## config.mk

```make
export PLATFORM = sky130hd
export DESIGN_NAME = tdm_demux_18
export DESIGN_NICKNAME = d
export VERILOG_FILES = /design/src/rtl/tdm_demux_18.sv
export SDC_FILE = /design/constraint.sdc
export NUM_CORES = 1
export LEC_CHECK = 0
export CAP_MARGIN = 20
export CORE_ASPECT_RATIO = 0.9
export CORE_MARGIN = 2
export CORE_UTILIZATION = 45
export DETAILED_ROUTE_END_ITERATION = 8
export PLACE_DENSITY_LB_ADDON = 0.1
export SKIP_CTS_REPAIR_TIMING = 1
export SLEW_MARGIN = 30
export SYNTH_ARGS = -nofsm -noshare
export SYNTH_HDL_FRONTEND = slang
export SYNTH_SLANG_ARGS = --single-unit
```

## constraint.sdc

```tcl
create_clock -name clk -period 2 [get_ports clk]
set_input_delay 0.4 -clock clk [delete_from_list [all_inputs] [get_ports clk]]
set_output_delay 0.4 -clock clk [all_outputs]
set_load 0.05 [all_outputs]
```

## src/rtl/tdm_demux_18.sv

```systemverilog
// Receive end of the 8:1 slot-multiplexed link: strobed serial slots in, registered 8-lane frame out.
// Optional build macro TDM_DEMUX_FREE_RUN_EN: once locked, a sync-less slot 0 is accepted (else framing error).
module tdm_demux_18 #(
  parameter int WIDTH = 1
) (
  input  logic               clk,
  input  logic               rst,
  input  logic [WIDTH-1:0]   din,
  input  logic               en,
  input  logic               sync,
  output logic [8*WIDTH-1:0] y,
  output logic               frame_valid,
  output logic [2:0]         slot,
  output logic               err,
  output logic               locked
);

  // state | meaning
  // IDLE  | not aligned; sync-less strobes are dropped
  // RUN   | aligned; slots steered into the shadow register
  typedef enum logic {IDLE, RUN} state_t;

  state_t                  state_q, state_d;
  logic [2:0]              slot_q, slot_d;
  logic [6:0][WIDTH-1:0]   shadow_q, shadow_d;
  logic [8*WIDTH-1:0]      y_q, y_d;
  logic                    fv_q, fv_d;
  logic                    err_q, err_d;
  logic                    locked_q, locked_d;

  always_comb begin
    state_d  = state_q;
    slot_d   = slot_q;
    shadow_d = shadow_q;
    y_d      = y_q;
    fv_d     = 1'b0;
    err_d    = 1'b0;

    if (en) begin
      unique case (state_q)
        IDLE: begin
          if (sync) begin
            shadow_d[0] = din;
            slot_d      = 3'd1;
            state_d     = RUN;
          end
        end
        RUN: begin
          if (sync) begin
            // early sync abandons the partial frame; din restarts as slot 0
            err_d       = (slot_q != 3'd0);
            shadow_d[0] = din;
            slot_d      = 3'd1;
          end else if (slot_q == 3'd0) begin
`ifdef TDM_DEMUX_FREE_RUN_EN
            shadow_d[0] = din;
            slot_d      = 3'd1;
`else
            err_d       = 1'b1;
            state_d     = IDLE;
`endif
          end else if (slot_q == 3'd7) begin
            // lane 7 bypasses the shadow so the frame lands on this edge
            y_d    = {din, shadow_q};
            fv_d   = 1'b1;
            slot_d = 3'd0;
          end else begin
            for (int k = 1; k < 7; k++) begin
              if (slot_q == 3'(k)) shadow_d[k] = din;
            end
            slot_d = slot_q + 3'd1;
          end
        end
        default: state_d = IDLE;
      endcase
    end

    locked_d = (state_d == RUN);
  end

  always_ff @(posedge clk or posedge rst) begin
    if (rst) begin
      state_q  <= IDLE;
      slot_q   <= '0;
      shadow_q <= '0;
      y_q      <= '0;
      fv_q     <= 1'b0;
      err_q    <= 1'b0;
      locked_q <= 1'b0;
    end else begin
      state_q  <= state_d;
      slot_q   <= slot_d;
      shadow_q <= shadow_d;
      y_q      <= y_d;
      fv_q     <= fv_d;
      err_q    <= err_d;
      locked_q <= locked_d;
    end
  end

  assign y           = y_q;
  assign frame_valid = fv_q;
  assign slot        = slot_q;
  assign err         = err_q;
  assign locked      = locked_q;

endmodule
```

==> run metrics, run 1 <==
FMAX=0.5290 GHz; Int Power=0.001006 W; Sw Ratio=45.25%; drt total wl=2.064 mm; Via density=5.353; Initial Util=47.84%; I/O pins=19; post-synth top area share=49.88%; critical path buffer and inverter count=1; Crit-path slowest cell=clkdlybuf4s50_1; Comb power frac=50.0%; area occupied by registers=528.0 um2; r2r setup slk=180 ps; post-route ant nets=0; area of the core=2202 um2; Iteration-0 DRC Markers=17; Final Hold Viols=0; share of cells above drive strength 1=26.79%; R2R Path Start=slot[0]; CTS tree=yes; number of global-route vias before repair=735; # clock sinks=21; Buffers on Ports=18; Max Slew Vio Count=0; die height=49.90 um; fill count=196; CP Cell Sequence=clkdlybuf4s50_1; slowest stage delay, CP=810 ps; sequential power share=38.9%; Tot Pwr=0.001838 W; syn avg cell area=12.54 um2; sequential fraction of the synthesis area=49.88%; reg-to-reg critical path endpoint=shadow_q[3]; CP max FO=2; area of the multi-input gates=503.0 um2; critical path type=reg -> out; Fin Setup TNS=0 ps; initial antenna violation count=0; synthesis-stage register bit count=21; Synth Net Count=98; total global-route track usage=18.05%; Die Span X=55 um; Synth Warn #=0; VDD IR-drop max=0.8147 mV; max_cap viols=0; total gr overflow=0; Area growth syn-to-layout=28.39%; row cnt=16; first-pass GRT wire length=3.532 mm; Rel. slew slack=66.74%; # DRC=0; Worst R2R Path Depth=6; clk_lat worst skew=300 ps; synth top area cells=dfrtp_1, ha_1, mux2_2, mux2_1, inv_1; Hold Crit Class=in -> async; instance count of the mapped netlist=84; worst path required time=1600 ps; gpl congestion=0.9078; cts bufs inserted=3; fin nets=127; H-tree levels=1; Final min period=1890 ps; status=complete, no violations; RSZ-0062 raised after global routing=no; Reg clk slew, reported paths=110 ps; Leak=0.6693 nW; switching power=0.0008318 W; Post-DP HPWL=1.529 mm; largest net degree at the start of global routing=22; CP Capture Type=output pin; drt first pass iters=4; die footprint=2745 um2; Vias=744; startpoint types=flip-flop; Power Density=1359 nW/um2; clock skew=4.422 ps; n_diodes=0; area leader, netlist=dfrtp_1; Clock Tree Buf Depth=2; fin crit share=94.52%; Worst Path Arrival=1490 ps; wire per inst=14.85 um; share of power burned in the clock network=11.1%; final setup violation count=0; Post-Syn Area=1054 um2; Root Buffer=clkbuf_4; Yosys cell types=26; worst-margin pin slew=498.2 ps; Worst path top cell family by delay=buffers and inverters
-- sequential cells by signal, summed over array words and instances, names as in the netlist --
| register | cells |
|---|---|
| y | 8 |
| shadow_q | 7 |
| slot | 3 |
| err | 1 |
| frame_valid | 1 |
| locked | 1 |
-- cell families after synthesis --
| family | share of synthesized area, % |
|---|---|
| simple gates | 13.30 |
| flops | 49.88 |
| mux | 16.03 |
| compound gates | 6.413 |
| buf+inv | 3.681 |
| fa+ha+maj | 10.69 |
-- cell usage after synthesis --
cell type / instances
mux2_1: 6
mux2_2: 9
inv_1: 6
nor4bb_1: 1
dfrtp_1: 21
a22o_1: 1
nor4_1: 3
nor2b_2: 1
nand2_1: 6
ha_1: 9
o22ai_1: 1
a21oi_1: 1
buf_4: 1
nor3b_1: 1
nand3_1: 4
inv_2: 1
nor2_1: 2
and3_1: 1
nand4_2: 1
o41ai_1: 1
buf_2: 1
and4bb_1: 1
nand2b_4: 1
o211ai_1: 2
a2111oi_2: 1
a32oi_1: 1
-- metrics by stage --
stage               std cells  hold WS [ps]  util, %  area [um2]  setup slack [ps]
floorplan                  84         376.4        -        1061             31.28
global placement          135         470.0    59.72        1315             30.44
detailed placement        135         477.9    59.72        1315             24.60
CTS                       139         417.9    60.91        1341             51.00
global route              139         436.1    61.42        1353             46.71
finish                    139         409.7    61.42        1353             109.5
-- cell usage in the layout, fill, tap and decap left out, drive strengths merged, types with 2 or more instances in the layout --
master	instances
dfrtp	21
buf	11
nor2	2
nand3	4
inv	7
clkbuf	4
nand2	6
ha	9
o211ai	2
mux2	15
nor4	3
clkdlybuf4s50	14
-- how the worst max path moves through the flow --
stage,cells past startpoint,start,to,slack [ps]
2_1_floorplan,7,slot[1],y[0],30
3_3_place_gp,5,en,shadow_q[5],30
3_5_place_dp,4,en,shadow_q[3],20
4_1_cts,1,slot[1],slot[1],50
5_1_grt,1,y[4],y[4],50
6_report,1,y[4],y[4],110
-- power by group through the flow --
stage                     clock network (W)  logic (W)  registers, W
final                              0.000204   0.000920      0.000715
after floorplan                           0   0.000359      0.000945
after CTS                          0.000207   0.000918      0.000712
after detailed placement                  0   0.000912      0.000722
after global routing               0.000240   0.000988      0.000738
after global placement                    0   0.000897      0.000712
-- metal layers --
layer | track usage [%] | up-vias | routed length, um
li1 | - | 354 | -
met1 | 25.24 | 366 | 988
met5 | 0 | - | 0
met2 | 26.79 | 22 | 933
met4 | 3.659 | 0 | 13
met3 | 6.364 | 2 | 129
-- final cells by class --
cell class                      instances  share of cell area (%)
Sequential cell                        21                   39.04
Multi-Input combinational cell         54                   37.19
Timing Repair Buffer                   26                   17.39
Tap cell                               27                   2.498
Clock buffer                            4                   1.943
Inverter                                7                   1.943
No activity file was read; power rests on OpenSTA's default activity.
==> run 2: changes to the inputs <==
--- a/config.mk
+++ b/config.mk
@@ -8,9 +8,10 @@
 export CAP_MARGIN = 20
 export CORE_ASPECT_RATIO = 0.9
 export CORE_MARGIN = 2
-export CORE_UTILIZATION = 45
+export CORE_UTILIZATION = 50
 export DETAILED_ROUTE_END_ITERATION = 8
 export PLACE_DENSITY_LB_ADDON = 0.1
+export RECOVER_POWER = 50
 export SKIP_CTS_REPAIR_TIMING = 1
 export SLEW_MARGIN = 30
 export SYNTH_ARGS = -nofsm -noshare
==> constraint.sdc (replaced) <==
create_clock -name clk -period 2.1 [get_ports clk]
set_input_delay 0.42 -clock clk [delete_from_list [all_inputs] [get_ports clk]]
set_output_delay 0.42 -clock clk [all_outputs]
set_load 0.05 [all_outputs]
==> run metrics, run 2 (synthesis results as in run 1) <==
Crit-path slowest cell=clkdlybuf4s50_1; CP max FO=6; Hold EP=shadow_q[3]; worst path required time=1680 ps; Tot Pwr=0.001695 W; Finished Layout Cells=136; Rel. slew slack=26.10%; first-pass GRT wire length=3.408 mm; Max Slew Vio Count=0; Final Hold Viols=0; drt total wl=1.963 mm; reg-to-reg critical path endpoint=y[1]; flip-flop count of the largest register after layout=8; Power Density=1294 nW/um2; Via density=5.265; number of global-route vias before repair=748; Reg clk slew, reported paths=110 ps; Die Span X=52.39 um; fin util=67.12%; initial antenna violation count=0; slowest stage delay, CP=820 ps; hold path cells=1; die footprint=2491 um2; commonest non-fill, non-tap cell in the layout=dfrtp_1; FMAX=0.5065 GHz; Sw Ratio=44.77%; Root Buffer=clkbuf_4; CP Cell Sequence=clkdlybuf4s50_1; clk_lat worst skew=300 ps; Clock Tree Buf Depth=2; die height=47.55 um; Worst R2R Path Depth=7; VDD IR-drop max=0.8026 mV; # DRC=0; fin nets=126; total gr overflow=0; area of the core=1952 um2; Area growth syn-to-layout=24.35%; Buffers on Ports=18; worst-margin pin slew=1109 ps; share of power burned in the clock network=11.0%; R2R Path Start=slot[0]; total global-route track usage=19.30%; RSZ-0062 raised after global routing=no; fin crit share=94.02%; Initial Util=53.97%; critical path type=reg -> out; cts bufs inserted=3; Comb power frac=49.7%; # clock sinks=21; Vias=716; switching power=0.0007589 W; r2r setup slk=230 ps; clock skew=6.845 ps; Leak=0.6426 nW; sequential power share=39.3%; Int Power=0.0009363 W; n_diodes=0; status=complete, no violations; CTS tree=yes; Fin Setup TNS=0 ps; CP Launch Point=slot[0]; wire per inst=14.43 um; Worst Path Arrival=1550 ps; most frequent cells in the layout=dfrtp_1, clkdlybuf4s50_1, mux2_2, ha_1; Post-Place Cells=132; max_cap viols=0; CP Capture Type=output pin; I/O pins=19; gpl congestion=0.8334; Final min period=1974 ps; Hold Startpoint=shadow_q[3]; critical path buffer and inverter count=1; Iteration-0 DRC Markers=6; post-route ant nets=0; share of cells above drive strength 1=21.62%; Post-DP HPWL=1.468 mm; drt first pass iters=4; final setup violation count=0; Hold Crit Class=reg -> reg; Worst path top cell family by delay=buffers and inverters; H-tree levels=1; startpoint types=flip-flop; largest net degree at the start of global routing=22; row cnt=15
[run 2: worst register-to-register path, delay by kind of cell, from the launching register on]
| family | cells | cell delay (ps) |
|---|---|---|
| fa+ha+maj | 2 | 370 |
| mux | 1 | 370 |
| flops | 1 | 430 |
| buf+inv | 2 | 170 |
| simple gates | 2 | 420 |
[run 2: power groups by stage]
stage	sequential [W]	combinational [W]	clock, W
finish	0.000666	0.000842	0.000186
global placement	0.000672	0.000842	0
floorplan	0.000897	0.000333	0
global route	0.000692	0.000910	0.000218
detailed placement	0.000678	0.000851	0
CTS	0.000669	0.000860	0.000196
[run 2: per-layer routing]
metal | GRT usage, % | up-vias | share of wire [%]
li1 | - | 356 | -
met1 | 25.45 | 341 | 48
met2 | 31.00 | 17 | 47
met3 | 6.875 | 2 | 4.0
met4 | 4.615 | 0 | 0.66
met5 | 0 | - | 0
[run 2: worst max path at each step]
stage | endpoint | depth (start not counted) | slack (ps)
floorplan | y[0] | 7 | 80
detailed placement | y[1] | 5 | 120
finish | slot[0] | 1 | 130
global placement | shadow_q[3] | 4 | 150
global route | slot[0] | 1 | 70
CTS | slot[0] | 1 | 120
[run 2: layout make-up]
type / instances / area (um2)
well taps: 25 / 31.28
clock buffers: 4 / 26.28
flip-flops and latches: 21 / 528.0
inverters: 7 / 26.28
multi-input cells: 54 / 481.7
repair buffers: 25 / 216.5
fillers: 160 / 641.9
[run 2: stage by stage]
stage          cell area (um2)  hold slack (ps)  worst slack (ps)
6_report                  1310            492.9             125.6
2_1_floorplan             1056            396.4             82.47
3_5_place_dp              1303            474.6             118.4
5_1_grt                   1310            527.0             73.58
4_1_cts                   1329            433.4             115.7
3_3_place_gp              1303            466.6             150.2
